===== src/rtl/ahbl_apb3_bridge_pkg.sv =====
// Shared types and constants for the AHB-Lite to APB3 bridge.
// Holds the bridge FSM encoding and the AHB HTRANS/HRESP codes.
package ahbl_apb3_bridge_pkg;

    typedef enum logic [2:0] {
        ST_IDLE,
        ST_SETUP,
        ST_ACCESS,
        ST_DONE,
        ST_ERR1,
        ST_ERR2
    } state_t;

    localparam logic [1:0] HTRANS_IDLE   = 2'b00;
    localparam logic [1:0] HTRANS_BUSY   = 2'b01;
    localparam logic [1:0] HTRANS_NONSEQ = 2'b10;
    localparam logic [1:0] HTRANS_SEQ    = 2'b11;

    localparam logic HRESP_OKAY  = 1'b0;
    localparam logic HRESP_ERROR = 1'b1;

    // NONSEQ and SEQ carry data; IDLE and BUSY never start an APB access
    function automatic logic htrans_active(input logic [1:0] t);
        return (t == HTRANS_NONSEQ) || (t == HTRANS_SEQ);
    endfunction

endpackage


===== src/rtl/ahbl_apb3_psel_dec.sv =====
// One-hot APB select decoder for the AHB-Lite to APB3 bridge.
// Drives a single PSEL bit from the latched select field while enabled.
module ahbl_apb3_psel_dec #(
    parameter int SEL_BITS = 4
) (
    input  logic [SEL_BITS-1:0]     sel,
    input  logic                    en,
    output logic [2**SEL_BITS-1:0]  psel
);

    // Only the addressed peripheral is selected, and only during SETUP/ACCESS
    always_comb begin
        psel = '0;
        if (en) begin
            psel[sel] = 1'b1;
        end
    end

endmodule


===== src/rtl/ahbl_apb3_bridge.sv =====
// AHB-Lite slave to APB3 master bridge, one APB transfer per AHB transfer.
// Define AHBL_APB3_PSLVERR_EN to turn PSLVERR into a two-cycle AHB ERROR.
module ahbl_apb3_bridge
    import ahbl_apb3_bridge_pkg::*;
#(
    parameter int ADDR_WIDTH = 16,
    parameter int SEL_BITS   = 4
) (
    input  logic                    HCLK,
    input  logic                    HRESETN,
    input  logic                    HSEL,
    input  logic [31:0]             HADDR,
    input  logic [1:0]              HTRANS,
    input  logic                    HWRITE,
    input  logic [2:0]              HSIZE,
    input  logic [31:0]             HWDATA,
    input  logic                    HREADYIN,
    output logic                    HREADYOUT,
    output logic [31:0]             HRDATA,
    output logic                    HRESP,
    output logic [ADDR_WIDTH-1:0]   PADDR,
    output logic [2**SEL_BITS-1:0]  PSEL,
    output logic                    PENABLE,
    output logic                    PWRITE,
    output logic [31:0]             PWDATA,
    input  logic [31:0]             PRDATA,
    input  logic                    PREADY,
    input  logic                    PSLVERR
);

    state_t                 state;
    state_t                 state_nx;
    logic [ADDR_WIDTH-1:0]  paddr_q;
    logic [SEL_BITS-1:0]    sel_q;
    logic                   pwrite_q;
    logic [31:0]            pwdata_q;
    logic [31:0]            hrdata_q;
    logic                   valid;
    logic                   accept;
    logic                   rd_capture;
    logic                   apb_on;
    logic                   unused;

    // Lanes are not narrowed, so HSIZE and the address bits above
    // the select field have no effect on the APB side.
`ifdef AHBL_APB3_PSLVERR_EN
    assign unused = ^{HSIZE, HADDR[31:ADDR_WIDTH+SEL_BITS]};
`else
    assign unused = ^{HSIZE, HADDR[31:ADDR_WIDTH+SEL_BITS], PSLVERR};
`endif

    assign valid  = HSEL & HREADYIN & htrans_active(HTRANS);
    assign accept = valid & ((state == ST_IDLE) |
                             (state == ST_DONE) |
                             (state == ST_ERR2));
    assign apb_on = (state == ST_SETUP) | (state == ST_ACCESS);

`ifdef AHBL_APB3_PSLVERR_EN
    assign rd_capture = (state == ST_ACCESS) & PREADY & ~PSLVERR & ~pwrite_q;
`else
    assign rd_capture = (state == ST_ACCESS) & PREADY & ~pwrite_q;
`endif

    // State register plus the address/data/read-back holding registers
    always_ff @(posedge HCLK or negedge HRESETN) begin
        if (!HRESETN) begin
            state    <= ST_IDLE;
            paddr_q  <= '0;
            sel_q    <= '0;
            pwrite_q <= 1'b0;
            pwdata_q <= '0;
            hrdata_q <= '0;
        end else begin
            state <= state_nx;
            if (accept) begin
                paddr_q  <= HADDR[ADDR_WIDTH-1:0];
                sel_q    <= HADDR[ADDR_WIDTH+SEL_BITS-1:ADDR_WIDTH];
                pwrite_q <= HWRITE;
            end
            if (state == ST_SETUP) begin
                pwdata_q <= HWDATA;
            end
            if (rd_capture) begin
                hrdata_q <= PRDATA;
            end
        end
    end

    // Next-state and AHB response decode
    always_comb begin
        state_nx  = state;
        HREADYOUT = 1'b1;
        HRESP     = HRESP_OKAY;
        case (state)
            ST_IDLE: begin
                if (valid) state_nx = ST_SETUP;
            end
            ST_SETUP: begin
                HREADYOUT = 1'b0;
                state_nx  = ST_ACCESS;
            end
            ST_ACCESS: begin
                HREADYOUT = 1'b0;
                if (PREADY) begin
`ifdef AHBL_APB3_PSLVERR_EN
                    state_nx = PSLVERR ? ST_ERR1 : ST_DONE;
`else
                    state_nx = ST_DONE;
`endif
                end
            end
            ST_DONE: begin
                state_nx = valid ? ST_SETUP : ST_IDLE;
            end
`ifdef AHBL_APB3_PSLVERR_EN
            ST_ERR1: begin
                HREADYOUT = 1'b0;
                HRESP     = HRESP_ERROR;
                state_nx  = ST_ERR2;
            end
            ST_ERR2: begin
                HRESP    = HRESP_ERROR;
                state_nx = valid ? ST_SETUP : ST_IDLE;
            end
`endif
            default: begin
                state_nx = ST_IDLE;
            end
        endcase
    end

    assign PADDR   = paddr_q;
    assign PWRITE  = pwrite_q;
    assign PENABLE = (state == ST_ACCESS);
    assign PWDATA  = (state == ST_SETUP) ? HWDATA : pwdata_q;
    assign HRDATA  = hrdata_q;

    ahbl_apb3_psel_dec #(
        .SEL_BITS (SEL_BITS)
    ) u_psel_dec (
        .sel  (sel_q),
        .en   (apb_on),
        .psel (PSEL)
    );

endmodule

===== config.mk =====
export PLATFORM = sky130hd
export DESIGN_NAME = ahbl_apb3_bridge
export DESIGN_NICKNAME = d
export VERILOG_FILES = /design/src/rtl/ahbl_apb3_bridge_pkg.sv /design/src/rtl/ahbl_apb3_psel_dec.sv /design/src/rtl/ahbl_apb3_bridge.sv
export SDC_FILE = /design/constraint.sdc
export NUM_CORES = 1
export LEC_CHECK = 0
export ABC_AREA = 1
export CAP_MARGIN = 20
export CORE_MARGIN = 4
export CORE_UTILIZATION = 40
export DETAILED_ROUTE_END_ITERATION = 7
export PLACE_DENSITY = 0.82
export SLEW_MARGIN = 5
export SYNTH_ARGS = -nofsm -noshare
export SYNTH_HDL_FRONTEND = slang
export SYNTH_HIERARCHICAL = 1
export SYNTH_SLANG_ARGS = --single-unit

===== constraint.sdc =====
create_clock -name HCLK -period 3.3 [get_ports HCLK]
set_input_delay 0.495 -clock HCLK [delete_from_list [all_inputs] [get_ports HCLK]]
set_output_delay 0.495 -clock HCLK [all_outputs]
set_load 0.02 [all_outputs]

==> metrics.md, run 1 <==
| Metric | Value |
|---|---|
| RSZ-0062 raised after global routing | false |
| CP Class | reg -> out |
| Largest delay contributor family on the critical path | buffers and inverters |
| Prevailing post-synth register cell | dfrtp_1 |
| Worst setup SP type | register |
| Number of flops mapped to enable cells by yosys | 0 |
| Part of the power in the clock network | 0.129 |
| Post-CTS sizing | 0 |
| Netlist cell types | 20 |
| Area contributors post-synth | dfrtp_1, mux2_4, nand2_1 |
| Clock Skew | 0.0150 ns |
| End of the critical path | PWDATA[0] |
| Vias in the first global route | approximately 3,200 |
| Worst reg2reg path depth | 7 |
| Number of max-cap violations | 0 |
| 1st-iter DRT viols | 160 |
| Total congestion overflow | 0 |
| Outcome | finished clean |
| Psw | about 2.5 mW |
| Setup crit start | state[1] |
| Reg power frac | 0.300 |
| Layout Nets | 653 |
| Yosys reg bits | 87 |
| R2r startpoint | state[0] |
| Overall routing resource usage | 0.183 |
| Largest net degree at the start of global routing | about 90 |
| Utilization after layout | 0.645 |
| Initial antenna violation count | 0 |
| Buffers & Inverters on Critical Path | 3 |
| Internal power | 3.69 mW |
| Clk sink count | 87 |
| Critical path arrival | 2.49 ns |
| Final hold vios | 0 |
| Die area | between 10,000 and 15,000 um2 |
| Slowest stage delay, CP | 0.55 ns |
| Synth top cells by count | dfrtp_1, nand2_1, nand3_1 |
| Site Rows | 35 |
| Final setup violation count | 0 |
| P per Cell Area | 1010 nW/um2 |
| Dominant cell type by area after synthesis | dfrtp_1 |
| P_leak | roughly 2.8 nW |
| CP Cell Sequence | inv_1, ha_2, buf_12, mux2_1, clkdlybuf4s50_1 |
| TritonCTS Buffers | 9 |
| Hold Path Class | in -> async |
| Avg WL per Cell | 15.1 um |
| Most common cell in the netlist | dfrtp_1 |
| Synthesized area per cell | 11.0 um2 |
| Antenna cells | 0 |
| Sequential-to-total area share from yosys stat | 0.555 |
| Post-CTS setup buffers | 0 |
| Clk buf depth | 2 |
| Total core area | 9420 um2 |
| Worst-path clk slew | approximately 0.10 ns |
| Die Height | around 110 um |
| Combinational power share | 0.572 |
| DRT Wirelength | 10.2 mm |
| Async set-reset flop share out of synthesis | 1.00 |
| Initial Utilization | 0.417 |
| DP HPWL | 7.54 mm |
| H-tree depth | 3 |
| Switching share of power | 0.400 |
| Clk root buf | clkbuf_8 |
| Port bufs | 189 |
| R2R Setup Slk | between 1 and 1.5 ns |
| Crit Reg-Reg Endpoint | sel_q[3] |
| Setup TNS | 0 ns |
| Max Clk Rate | 0.335 GHz |
| Area Overhead vs Synth | 54.7% |
| Gpl congestion | approximately 0.79 |
| Post-CTS Hold Buffers | 0 |
| Boundary Pins | between 200 and 250 |
| First-pass GRT wire length | 16.5 mm |
| CTS tree | done |
| Post-route DRC | 0 |
| VDD IR-drop max | 0.409 mV |
| Layout cells sized above 1 | 0.178 |
| Slew Limit Headroom | 0.614 |
| Iteration count of the initial detailed-routing pass | 4 |
| Slowest CP cell | clkdlybuf4s50_1 |
| Vias | 3,109 |
| Critical Path End Type | primary output |
| Slew Limit Fails | 0 |
| Synth top area share | 0.555 |
| Vias per cell | 4.61 |
| Synth Warn # | 6 |
| Synth Net Count | 468 |
| Final Critical Period | between 2 and 3 ns |
| Cell count after synthesis | around 360 |
| Fin crit share | 0.904 |
| Worst path required time | 2.80 ns |
| Antenna viol nets, final | 0 |
| Worst Max-Slew Pin Slew | 0.580 ns |
| Die width | 107 um |
| Crit path depth | 5 |
| Mapped cell area | 3920 um2 |
| Clock latency on the worst-skew pair | 0.35 ns |
| Max FO, Critical Path | 22 |
[state kept, by name, indices dropped and copies added (netlist names)]
| name | count |
|---|---|
| PWRITE | 1 |
| pwdata_q | 32 |
| sel_q | 4 |
| state | 2 |
| HRDATA | 32 |
| PADDR | 16 |
[final cells by class]
| cell class | count | area, um2 |
|---|---|---|
| inverter | 30 | 113 |
| multi-input combinational | 220 | 1460 |
| fill | 749 | 3340 |
| timing repair buffer | 193 | 1940 |
| sequential | 87 | 2180 |
| tap | 129 | 161 |
| clock inverter | 6 | 75.1 |
| clock buffer | 10 | 138 |
[metal layers]
| layer | routed length, um | GRT usage | share of wire |
|---|---|---|---|
| met5 | 0 | 0 | 0 |
| met4 | 184 | 0.0630 | 0.018 |
| met3 | 744 | 0.0554 | 0.073 |
| met2 | 5150 | 0.307 | 0.51 |
| met1 | 4120 | 0.223 | 0.40 |
[power by group through the flow]
stage               clock network (mW)  logic [mW]  registers, mW
detailed placement                   0        3.54           1.87
global route                     0.862        3.76           1.91
global placement                     0        3.47           1.83
floorplan                            0        1.75           2.15
CTS                              0.813        3.56           1.84
finish                           0.792        3.52           1.84
[placed cells by master (no fill, tap or decap)]
cell type	n
nand3_1	39
inv_2	2
nor2_8	1
inv_8	1
mux2_1	2
ha_1	3
nor2_1	18
clkdlybuf4s50_1	188
buf_4	3
ha_2	1
clkinv_4	1
a21oi_1	1
clkbuf_8	10
nand2_4	1
nand4_4	1
nand2_2	19
buf_12	2
inv_6	2
clkinvlp_4	1
nand2_1	81
conb_1	1
bufinv_16	1
mux2_4	30
o21ai_2	21
nand4_1	1
dfrtp_1	87
inv_1	28
[kinds of logic (layout without fill, tap and decap cells)]
logic type / count (synthesis) / after routing / synth area share
other cells: 1 / 1 / 0.000956
compound gates: 22 / 22 / 0.0482
flops: 87 / 87 / 0.555
fa+ha+maj: 4 / 4 / 0.0128
mux: 32 / 32 / 0.121
simple gates: 161 / 161 / 0.190
buf+inv: 49 / 239 / 0.0730
[worst min path at each step]
stage                              end  slack (ns)  cells past startpoint
after floorplan              HRDATA[0]        0.20                      0
after global placement       HRDATA[2]        0.45                      2
after detailed placement    HRDATA[19]        0.46                      2
after CTS                 pwdata_q[22]        0.38                      1
after global routing      pwdata_q[17]        0.15                      1
final                     pwdata_q[22]        0.12                      1
[per-stage QoR]
step                      cell area, um2  hold WS (ns)  std cells  worst slack (ns)  power [mW]
after floorplan                     3920         0.199        356              1.55        3.90
after global placement              5840         0.452        658             0.714        5.30
after detailed placement            5840         0.458        658             0.669        5.41
after CTS                           6050         0.380        674             0.285        6.22
after global routing                6070         0.148        675             0.177        6.53
final                               6070         0.122        675             0.317        6.15
Note: power is estimated with default switching activity, not from simulation.
==> inputs of run 2 (changes only) <==
- CAP_MARGIN: 20 -> 15
==> results of run 2 <==
Same layout as run 1: the final DEF is identical, and so are final timing and power.
==> inputs of run 3 (changes only) <==
- clock period: 3.3 -> 3.6 ns (I/O delays scaled with it)
==> metrics.md, run 3 (synthesis results as in run 1) <==
| Metric | Value |
|---|---|
| Outcome | finished clean (unchanged) |
| Finished Layout Cells | 674 (was 675) |
| Total core area | 9420 um2 (unchanged) |
| Antenna viol nets, final | 0 (unchanged) |
| Max Clk Rate | approximately 0.32 GHz |
| Clock latency on the worst-skew pair | 0.35 ns (about the same) |
| Gpl congestion | 0.773 (was 0.794) |
| Utilization after layout | 0.643 (was 0.645) |
| Vias in the first global route | 3,186 (was 3,216) |
| Boundary Pins | 208 (unchanged) |
| VDD IR-drop max | 0.434 mV (was 0.409 mV) |
| Total congestion overflow | 0 (unchanged) |
| Max FO, Critical Path | 19 (was 22) |
| Setup TNS | 0 ns (unchanged) |
| Layout cells sized above 1 | 0.174 (was 0.178) |
| Number of max-cap violations | 0 (unchanged) |
| RSZ-0062 raised after global routing | false (unchanged) |
| Commonest non-fill, non-tap cell in the layout | clkdlybuf4s50_1 (unchanged) |
| Initial antenna violation count | 0 (unchanged) |
| Area Overhead vs Synth | 54.3% (was 54.7%) |
| Clk buf depth | 2 (unchanged) |
| Final Critical Period | ~3.2 ns |
| DP HPWL | 7.54 mm (about the same) |
| First-pass GRT wire length | 16.3 mm (was 16.5 mm) |
| Post-CTS setup buffers | 0 (unchanged) |
| Antenna cells | 0 (unchanged) |
| Slew Limit Headroom | 0.414 (was 0.614) |
| Clk root buf | clkbuf_8 (unchanged) |
| Post-route DRC | 0 (unchanged) |
| Slowest CP cell | ha_2 (was clkdlybuf4s50_1) |
| Avg WL per Cell | 15.0 um (was 15.1 um) |
| P per Cell Area | 931 nW/um2 (was 1010 nW/um2) |
| Post-CTS Hold Buffers | 0 (unchanged) |
| CTS tree | done (unchanged) |
| Worst Max-Slew Pin Slew | 0.877 ns (was 0.580 ns) |
| Overall routing resource usage | 0.178 (was 0.183) |
| Pre-CTS setup slack | 0.771 ns (was 0.669 ns) |
| Design Area, Final | 6050 um2 (was 6070 um2) |
| CP Class | reg -> out (unchanged) |
| Die area | 11,500 um2 (unchanged) |
| Die Height | 107 um (unchanged) |
| H-tree depth | 3 (unchanged) |
| Slew Limit Fails | 0 (unchanged) |
| Clock Skew | 0.0153 ns (was 0.0150 ns) |
| Largest net degree at the start of global routing | 88 (unchanged) |
| Critical Path End Type | primary output (unchanged) |
| Final Worst Setup Slack | 0.436 ns (was 0.317 ns) |
| Clk sink count | 87 (unchanged) |
| Most frequent cells in the layout | clkdlybuf4s50_1, dfrtp_1, nand2_1, nand3_1, mux2_4 (unchanged) |
| Placed Area | 5830 um2 (was 5840 um2) |
| TritonCTS Buffers | 9 (unchanged) |
| Buffers & Inverters on Critical Path | 3 (unchanged) |
| 1st-iter DRT viols | 100 (was 160) |
| Layout Nets | 653 (unchanged) |
| Final hold vios | 0 (unchanged) |
| Die width | 107 um (unchanged) |
| Iteration count of the initial detailed-routing pass | 4 (unchanged) |
| R2R Setup Slk | 1.45 ns (was 1.27 ns) |
| Worst path required time | 3.06 ns (was 2.80 ns) |
| Hold slack | 0.162 ns (was 0.122 ns) |
| Fin crit share | 0.879 |
| Dpl cells | 658 (unchanged) |
| Port bufs | 189 (unchanged) |
| CP Cell Sequence | inv_1, ha_2, buf_4, mux2_4, clkdlybuf4s50_1 (was inv_1, ha_2, buf_12, mux2_1, clkdlybuf4s50_1) |
| Site Rows | 35 (unchanged) |
| Largest delay contributor family on the critical path | buffers and inverters (unchanged) |
| Slowest stage delay, CP | 0.58 ns (was 0.55 ns) |
| Hold Path Class | in -> async (unchanged) |
| Final setup violation count | 0 (unchanged) |
| Worst setup SP type | register (unchanged) |
| Post-CTS sizing | 0 (unchanged) |
| DRT Wirelength | 10.1 mm (was 10.2 mm) |
| Worst-path clk slew | 0.09 ns (was 0.10 ns) |
| Vias per cell | 4.59 (was 4.61) |
| Initial Utilization | 0.417 (unchanged) |
| Total power | 5.64 mW (was 6.15 mW) |
| Vias | 3,094 (was 3,109) |
| P_leak | 2.81 nW (was 2.82 nW) |
| Critical path arrival | 2.62 ns (was 2.49 ns) |
-- run 3: layout make-up --
cell class | instances | area (um2)
clock buffers | 10 | 128
well taps | 129 | 161
flip-flops and latches | 87 | 2180
clock inverters | 5 | 81.3
multi-input cells | 220 | 1460
fillers | 759 | 3360
inverters | 30 | 113
repair buffers | 193 | 1930
-- run 3: worst reg2reg max path: stages, from the launching register on --
cell and delay [ns]:
dfrtp_1 0.41, inv_1 0.08, ha_1 0.41, inv_2 0.12, nand4_4 0.66, nand2_1 0.28
o21ai_2 0.07
-- run 3: final timing paths --
| kind | to | cells past startpoint | startpoint |
|---|---|---|---|
| min in group HCLK | HRDATA[24] | 2 | HRDATA[24] |
| worst max register to register | sel_q[3] | 6 | state[0] |
| max in group asynchronous | HRDATA[22] | 2 | HRESETN |
| worst max-delay path | PWDATA[2] | 5 | state[1] |
| worst min-delay path | pwdata_q[17] | 1 | HRESETN |
| worst min register to register | HRDATA[24] | 2 | HRDATA[24] |
-- run 3: per-layer routing --
metal,track usage,share of wire
met5,0,0
met2,0.311,0.51
met4,0.0475,0.016
met1,0.210,0.40
met3,0.0566,0.071
-- run 3: where the power goes --
| group | switching, mW | internal [mW] | leakage [nW] |
|---|---|---|---|
| Combinational | 1.62 | 1.58 | 1.64 |
| Clock | 0.344 | 0.389 | 0.103 |
| Sequential | 0.255 | 1.44 | 1.07 |
| Total | 2.22 | 3.42 | 2.81 |
